$ cat src/rtl/mem_arbiter.sv
// Core/debug arbiter for the unified memory; hides the fixed read
// latency behind a req/gnt/rvalid handshake.
module mem_arbiter #(
  parameter int AW  = 32,
  parameter int DW  = 32,
  parameter int LAT = 2
) (
  input  logic          clk,
  input  logic          reset,
  input  logic          c_req,
  input  logic          c_we,
  input  logic [AW-1:0] c_adr,
  input  logic [DW-1:0] c_wd,
  output logic          c_gnt,
  output logic          c_rvalid,
  input  logic          d_req,
  input  logic          d_we,
  input  logic [AW-1:0] d_adr,
  input  logic [DW-1:0] d_wd,
  output logic          d_gnt,
  output logic          d_rvalid,
  output logic [DW-1:0] rdata,
  output logic          m_en,
  output logic          m_we,
  output logic [AW-1:0] m_adr,
  output logic [DW-1:0] m_wd,
  input  logic [DW-1:0] m_rd,
  output logic          busy
);

  if (LAT < 1) begin : g_bad_lat
    $error("mem_arbiter: LAT must be at least 1");
  end

  localparam int CW = $clog2(LAT + 1);

  localparam logic [1:0] IDLE  = 2'd0;
  localparam logic [1:0] ISSUE = 2'd1;
  localparam logic [1:0] WAIT  = 2'd2;

  logic [1:0]    state;
  logic [CW-1:0] cnt;
  logic          last;
  logic          id;
  logic          we;
  logic [AW-1:0] adr;
  logic [DW-1:0] wd;
  logic          pick;

  // 1 selects debug: sole requester wins, a tie goes to the port not served last
  always_comb begin
    pick = d_req & (~c_req | ~last);
  end

  always_ff @(posedge clk) begin
    if (reset) begin
      state    <= IDLE;
      cnt      <= '0;
      last     <= 1'b1;
      id       <= 1'b0;
      we       <= 1'b0;
      adr      <= '0;
      wd       <= '0;
      rdata    <= '0;
      c_rvalid <= 1'b0;
      d_rvalid <= 1'b0;
    end else begin
      c_rvalid <= 1'b0;
      d_rvalid <= 1'b0;
      unique case (state)
        IDLE: begin
          if (c_req | d_req) begin
            id    <= pick;
            last  <= pick;
            we    <= pick ? d_we  : c_we;
            adr   <= pick ? d_adr : c_adr;
            wd    <= pick ? d_wd  : c_wd;
            state <= ISSUE;
          end
        end
        ISSUE: begin
          if (we) begin
            state <= IDLE;
          end else begin
            cnt   <= CW'(LAT - 1);
            state <= WAIT;
          end
        end
        WAIT: begin
          if (cnt != '0) begin
            cnt <= cnt - CW'(1);
          end else begin
            rdata    <= m_rd;
            c_rvalid <= ~id;
            d_rvalid <= id;
            state    <= IDLE;
          end
        end
        default: state <= IDLE;
      endcase
    end
  end

  assign m_en  = (state == ISSUE);
  assign m_we  = m_en & we;
  assign m_adr = adr;
  assign m_wd  = wd;
  assign c_gnt = m_en & ~id;
  assign d_gnt = m_en & id;
  assign busy  = (state != IDLE);

endmodule

$ cat config.mk
export PLATFORM = sky130hd
export DESIGN_NAME = mem_arbiter
export DESIGN_NICKNAME = d
export VERILOG_FILES = /design/src/rtl/mem_arbiter.sv
export SDC_FILE = /design/constraint.sdc
export NUM_CORES = 1
export LEC_CHECK = 0
export ABC_AREA = 1
export BUFFER_PORTS_ARGS = -buffer_cell sky130_fd_sc_hd__buf_2
export CORE_AREA = 2 2 127 129
export DETAILED_ROUTE_END_ITERATION = 12
export DIE_AREA = 0 0 129 131
export PLACE_DENSITY = 0.74
export SLEW_MARGIN = 25
export SYNTH_ARGS = -nofsm -noshare
export SYNTH_HDL_FRONTEND = slang
export SYNTH_SLANG_ARGS = --single-unit
$ cat constraint.sdc
create_clock -name clk -period 1.35 [get_ports clk]
set_input_delay 0.135 -clock clk [delete_from_list [all_inputs] [get_ports clk]]
set_output_delay 0.135 -clock clk [all_outputs]
set_load 0.005 [all_outputs]
Word-level counts from Yosys, hierarchy flattened
Index checks and enable logic that the tools add are counted.
{"block": "word_totals", "regBits": 105, "in_bits": 166, "output_inout_bits": 103, "wordCells": 47}
{"block": "classes", "addsub": 1, "n_eq_ne": 6, "n_mux": 10, "bitwise_logic": 11, "reduce_logical": 9}
{"op": "$mux 32", "n": 2}
{"op": "$mux 2", "n": 5}
{"op": "$ne 2x2->1 const B", "n": 4}
{"op": "$pmux 2 s3", "n": 1}
{"op": "$reduce_and 2->1", "n": 3}
{"op": "$reduce_bool 2->1", "n": 3}
{"op": "$not 1->1", "n": 5}
{"op": "$and 1x1->1", "n": 4}
{"op": "$pmux 2 s2", "n": 1}
{"op": "$reduce_and 3->1", "n": 1}
{"op": "$reduce_or 3->1", "n": 1}
{"op": "$eq 2x1->1 const B", "n": 1}
{"op": "$eq 2x2->1 const B", "n": 1}
{"op": "$logic_not 2->1", "n": 1}
{"op": "$or 1x1->1", "n": 2}
{"op": "$sub 2x1->2 const B", "n": 1}
{"op": "$mux 1", "n": 1}

Longest topological paths before layout
{"block": "logic_depth", "word_depth": 4, "mapped_depth": 9, "depth_no_buf": 8}

Worst setup path before layout
Ideal clock, no wire load.
{"block": "synth_timing", "kind": "register to register", "startpoint": "reg state[0]", "endpoint": "reg adr[25] (netlist: m_adr[25])", "setup_time_ns": 0.117, "t_arrival_ns": 1.277, "t_required_ns": 1.233, "setup_slack_ns": -0.044, "path_stages_with_launch": 10, "path_buffers": 2, "period_less_slack_ns": 1.394, "cell_sequence": "dfxtp_1 -> inv_1 -> ha_1 -> inv_2 -> nor2_4 -> buf_8 -> buf_6 -> nand2_1 -> nor2_1 -> nor2_1"}
{"block": "synth_between", "elab_chain_len": 2}
{"item": "from (decl)", "line": "41", "rtl": "logic [1:0] state;"}
{"item": "from (signal assigned)", "line": "57", "rtl": "state <= IDLE;"}
{"item": "from (signal assigned)", "line": "78", "rtl": "state <= ISSUE;"}
{"item": "from (signal assigned)", "line": "83", "rtl": "state <= IDLE;"}
{"item": "$logic_not 2->1", "line": "70", "rtl": "unique case (state)"}
{"item": "$reduce_and 2->1 (no source line)"}
{"item": "to (signal assigned)", "line": "76", "rtl": "adr <= pick ? d_adr : c_adr;"}
{"item": "to (decl)", "line": "46", "rtl": "logic [AW-1:0] adr;"}
No other way between the ends.
A chain may end at the register's enable or synchronous reset.

Worst setup path in the final report
{"block": "layout_timing", "startpoint": "reg state[1]", "endpoint": "reg wd[31] (netlist: m_wd[31])"}
{"block": "layout_between", "elab_chain_len": 2}
{"item": "$logic_not 2->1", "line": "70"}
{"item": "$reduce_and 2->1 (no source line)"}
{"item": "to (signal assigned)", "line": "77", "rtl": "wd <= pick ? d_wd : c_wd;"}
{"item": "to (decl)", "line": "47", "rtl": "logic [DW-1:0] wd;"}
No other way between the ends.

==> impl_metrics.env <==
export IMPL_final_nets=1208
export IMPL_core_um2=15600
export IMPL_syn_num_nets=935
export IMPL_power_leakage_uw=0.00418
export IMPL_finalSetupViolations=69
export IMPL_initial_core_util=0.315
export IMPL_stdcell_count=1257
export IMPL_finalCritPeriodShare=1.09
export IMPL_die_h_um=131
export IMPL_hold_class="input port to flip-flop"
export IMPL_vias_per_cell=4.38
export IMPL_crit_path_max_fanout=8
export IMPL_ys_seq_area_frac=0.427
export IMPL_max_freq_mhz=677
export IMPL_io_buffers=268
export IMPL_status="finished with violations"
export IMPL_fin_crit_ns=1.48
export IMPL_critPathRequiredTime_ns=1.60
export IMPL_grt_util_all_layers=0.167
export IMPL_cts_tree="yes"
export IMPL_dp_cells=1219
export IMPL_grt_pass1_vias=4705
export IMPL_num_rows=46
export IMPL_hpwlAfterDp_um=9620
export IMPL_worstSetupPathType="flip-flop to flip-flop"
export IMPL_ys_ff_latch=105
export IMPL_clock_latency_ns=0.34
export IMPL_synthTopCellsByArea="dfxtp_1 (43%), nor2_1 (21%), nand2_1 (11%)"
export IMPL_synthesis_instances=762
export IMPL_antenna_found_initial=1
export IMPL_htree_levels=3
export IMPL_skew_ns=0.00663
export IMPL_rr_worst_depth=10
export IMPL_netlist_area_um2=4920
export IMPL_arrival_ns=1.73
export IMPL_area_delta_synth_final_pct=56.3
export IMPL_drtIter0Drc=200
export IMPL_yosysTopAreaCellShare=0.427
export IMPL_maxCapViolations=0
export IMPL_die_x_um=129
export IMPL_placed_area_um2=6460
export IMPL_clock_sinks=105
export IMPL_layout_drive_gt1_share=0.404
export IMPL_synth_cell_types=18
export IMPL_grt_pass1_wl_um=22300
export IMPL_power_density_nw_per_um2=1770
export IMPL_pre_cts_ws_ns=-0.118
export IMPL_worst_pin_slew_ns=0.281
export IMPL_syn_area_per_cell_um2=6.45
export IMPL_wl_um=15700
export IMPL_worst_slack_ns=-0.128
export IMPL_power_uw=13600
export IMPL_startpoint_type="flip-flop"
export IMPL_hold_depth=3
export IMPL_wire_per_inst_um=12.5
export IMPL_slew_viol_final=0
export IMPL_grt_max_degree=68
export IMPL_fin_area_um2=7690
export IMPL_via_count=5507
export IMPL_routabilityCongestion=0.781
export IMPL_rsz0062_at_grt="true"
export IMPL_fin_hold_ws_ns=0.0278
export IMPL_cp_end_kind="flip-flop"
export IMPL_gr_total_overflow=0
export IMPL_yosys_warnings=0
export IMPL_violations="setup timing"
export IMPL_maxSlewHeadroom=0.813
export IMPL_cts_clk_slew_worst_paths_ns=0.08
export IMPL_clockBufferDepth=2
export IMPL_io_pins=269
export IMPL_die_area_um2=16900
export IMPL_post_route_drc_count=0
export IMPL_clockRootBuffer="clkbuf_16"
export IMPL_dr_pass1_iters=4
export IMPL_final_hold_viol_count=0
export IMPL_ir_worst_vdd_uv=828
export IMPL_postRouteAntennaNets=0
export IMPL_synth_top_cell_by_area="dfxtp_1"
export IMPL_cts_made_buffers=9
==> final cells by class <==
class	count	area, um^2
sequential	105	2100
multi-input combinational	532	2630
clock inverter	4	56.3
timing repair buffer	307	2060
tap	216	270
clock buffer	12	256
inverter	80	305
fill	1564	7910
antenna	1	2.50
==> synthesized netlist by cell type <==
master and n:
a21oi_1 1, buf_1 1, buf_2 7, buf_4 8
buf_6 13, buf_8 1, clkbuf_1 15, dfxtp_1 105
ha_1 7, inv_1 79, inv_2 1, nand2_1 148
nand3_1 4, nor2_1 271, nor2_2 1, nor2_4 1
o21ai_0 80, o21ai_1 19
==> logic make-up (layout without fill, tap and decap cells) <==
| logic type | after synthesis | after routing | synth area share |
|---|---|---|---|
| AND/OR/NAND/NOR | 425 | 425 | 0.327 |
| buffers and inverters | 125 | 403 | 0.125 |
| flip-flops | 105 | 105 | 0.427 |
| AO/OA/AOI/OAI | 100 | 100 | 0.102 |
| adder cells (fa/ha/maj) | 7 | 7 | 0.0178 |
| other | 0 | 1 | 0 |
==> timing repair <==
| action | CTS | global route |
|---|---|---|
| endpoints found under the hold margin | 1 | 0 |
| setup endpoints to repair | 71 | 104 |
| cloned | 6 | 8 |
| buffers inserted | 5 | 1 |
| hold buffers | 1 | 0 |
| pin swaps | 1 | 72 |
| resized for setup | 58 | 124 |
==> layout by cell type, fill, tap and decap left out, drive strengths merged <==
cell type,synthesis,routed
diode,0,1
nand2,148,148
nor2,273,273
ha,7,7
inv,80,83
buf,30,298
clkbuf,15,20
bufinv,0,1
dfxtp,105,105
o21ai,99,99
a21oi,1,1
nand3,4,4
dlygate4sd3,0,1
==> sequential cells by signal (all words and copies together) (netlist names) <==
signal	count
we	1
rdata	32
c_rvalid	1
m_adr	32
last	1
state	2
m_wd	32
d_rvalid	1
id	1
cnt	2
==> worst max-delay path: stages (launching register included) <==
cell,delay [ns]
dfxtp_2,0.33
inv_2,0.09
ha_4,0.16
inv_4,0.04
nor2_4,0.15
buf_12,0.14
buf_16,0.16
buf_16,0.14
nand2_2,0.05
nor2_1,0.08
nor2_1,0.04
==> where the power goes <==
| group | switching, uW | internal [uW] |
|---|---|---|
| Clock | 1200 | 1560 |
| Sequential | 476 | 3950 |
| Combinational | 3230 | 3170 |
==> through the flow <==
| stage | setup TNS (ns) | utilization |
|---|---|---|
| after CTS | -3.51 | 0.453 |
| after detailed placement | -3.84 | 0.414 |
| after floorplan | 0 | - |
| final | -4.78 | 0.493 |
| after global routing | -9.57 | 0.493 |
| after global placement | -2.28 | 0.414 |
==> layer usage <==
metal  global-route usage  part of all wire
met1                0.192              0.41
met2                0.291              0.49
met3               0.0476             0.073
met4               0.0671             0.028
met5                    0                 0
==> worst paths after layout <==
| check | start | endpoint | slack, ns |
|---|---|---|---|
| setup reg to reg | state[1]$_SDFFE_PP0P_ | m_wd[31]$_SDFFE_PP0P_ | -0.13 |
| hold / removal | m_rd[12] | rdata[12]$_SDFFE_PP0P_ | 0.03 |
| hold reg to reg | last$_SDFFE_PP1P_ | last$_SDFFE_PP1P_ | 0.48 |
| setup / recovery | state[1]$_SDFFE_PP0P_ | m_wd[31]$_SDFFE_PP0P_ | -0.13 |
Note: power is estimated with default switching activity, not from simulation.
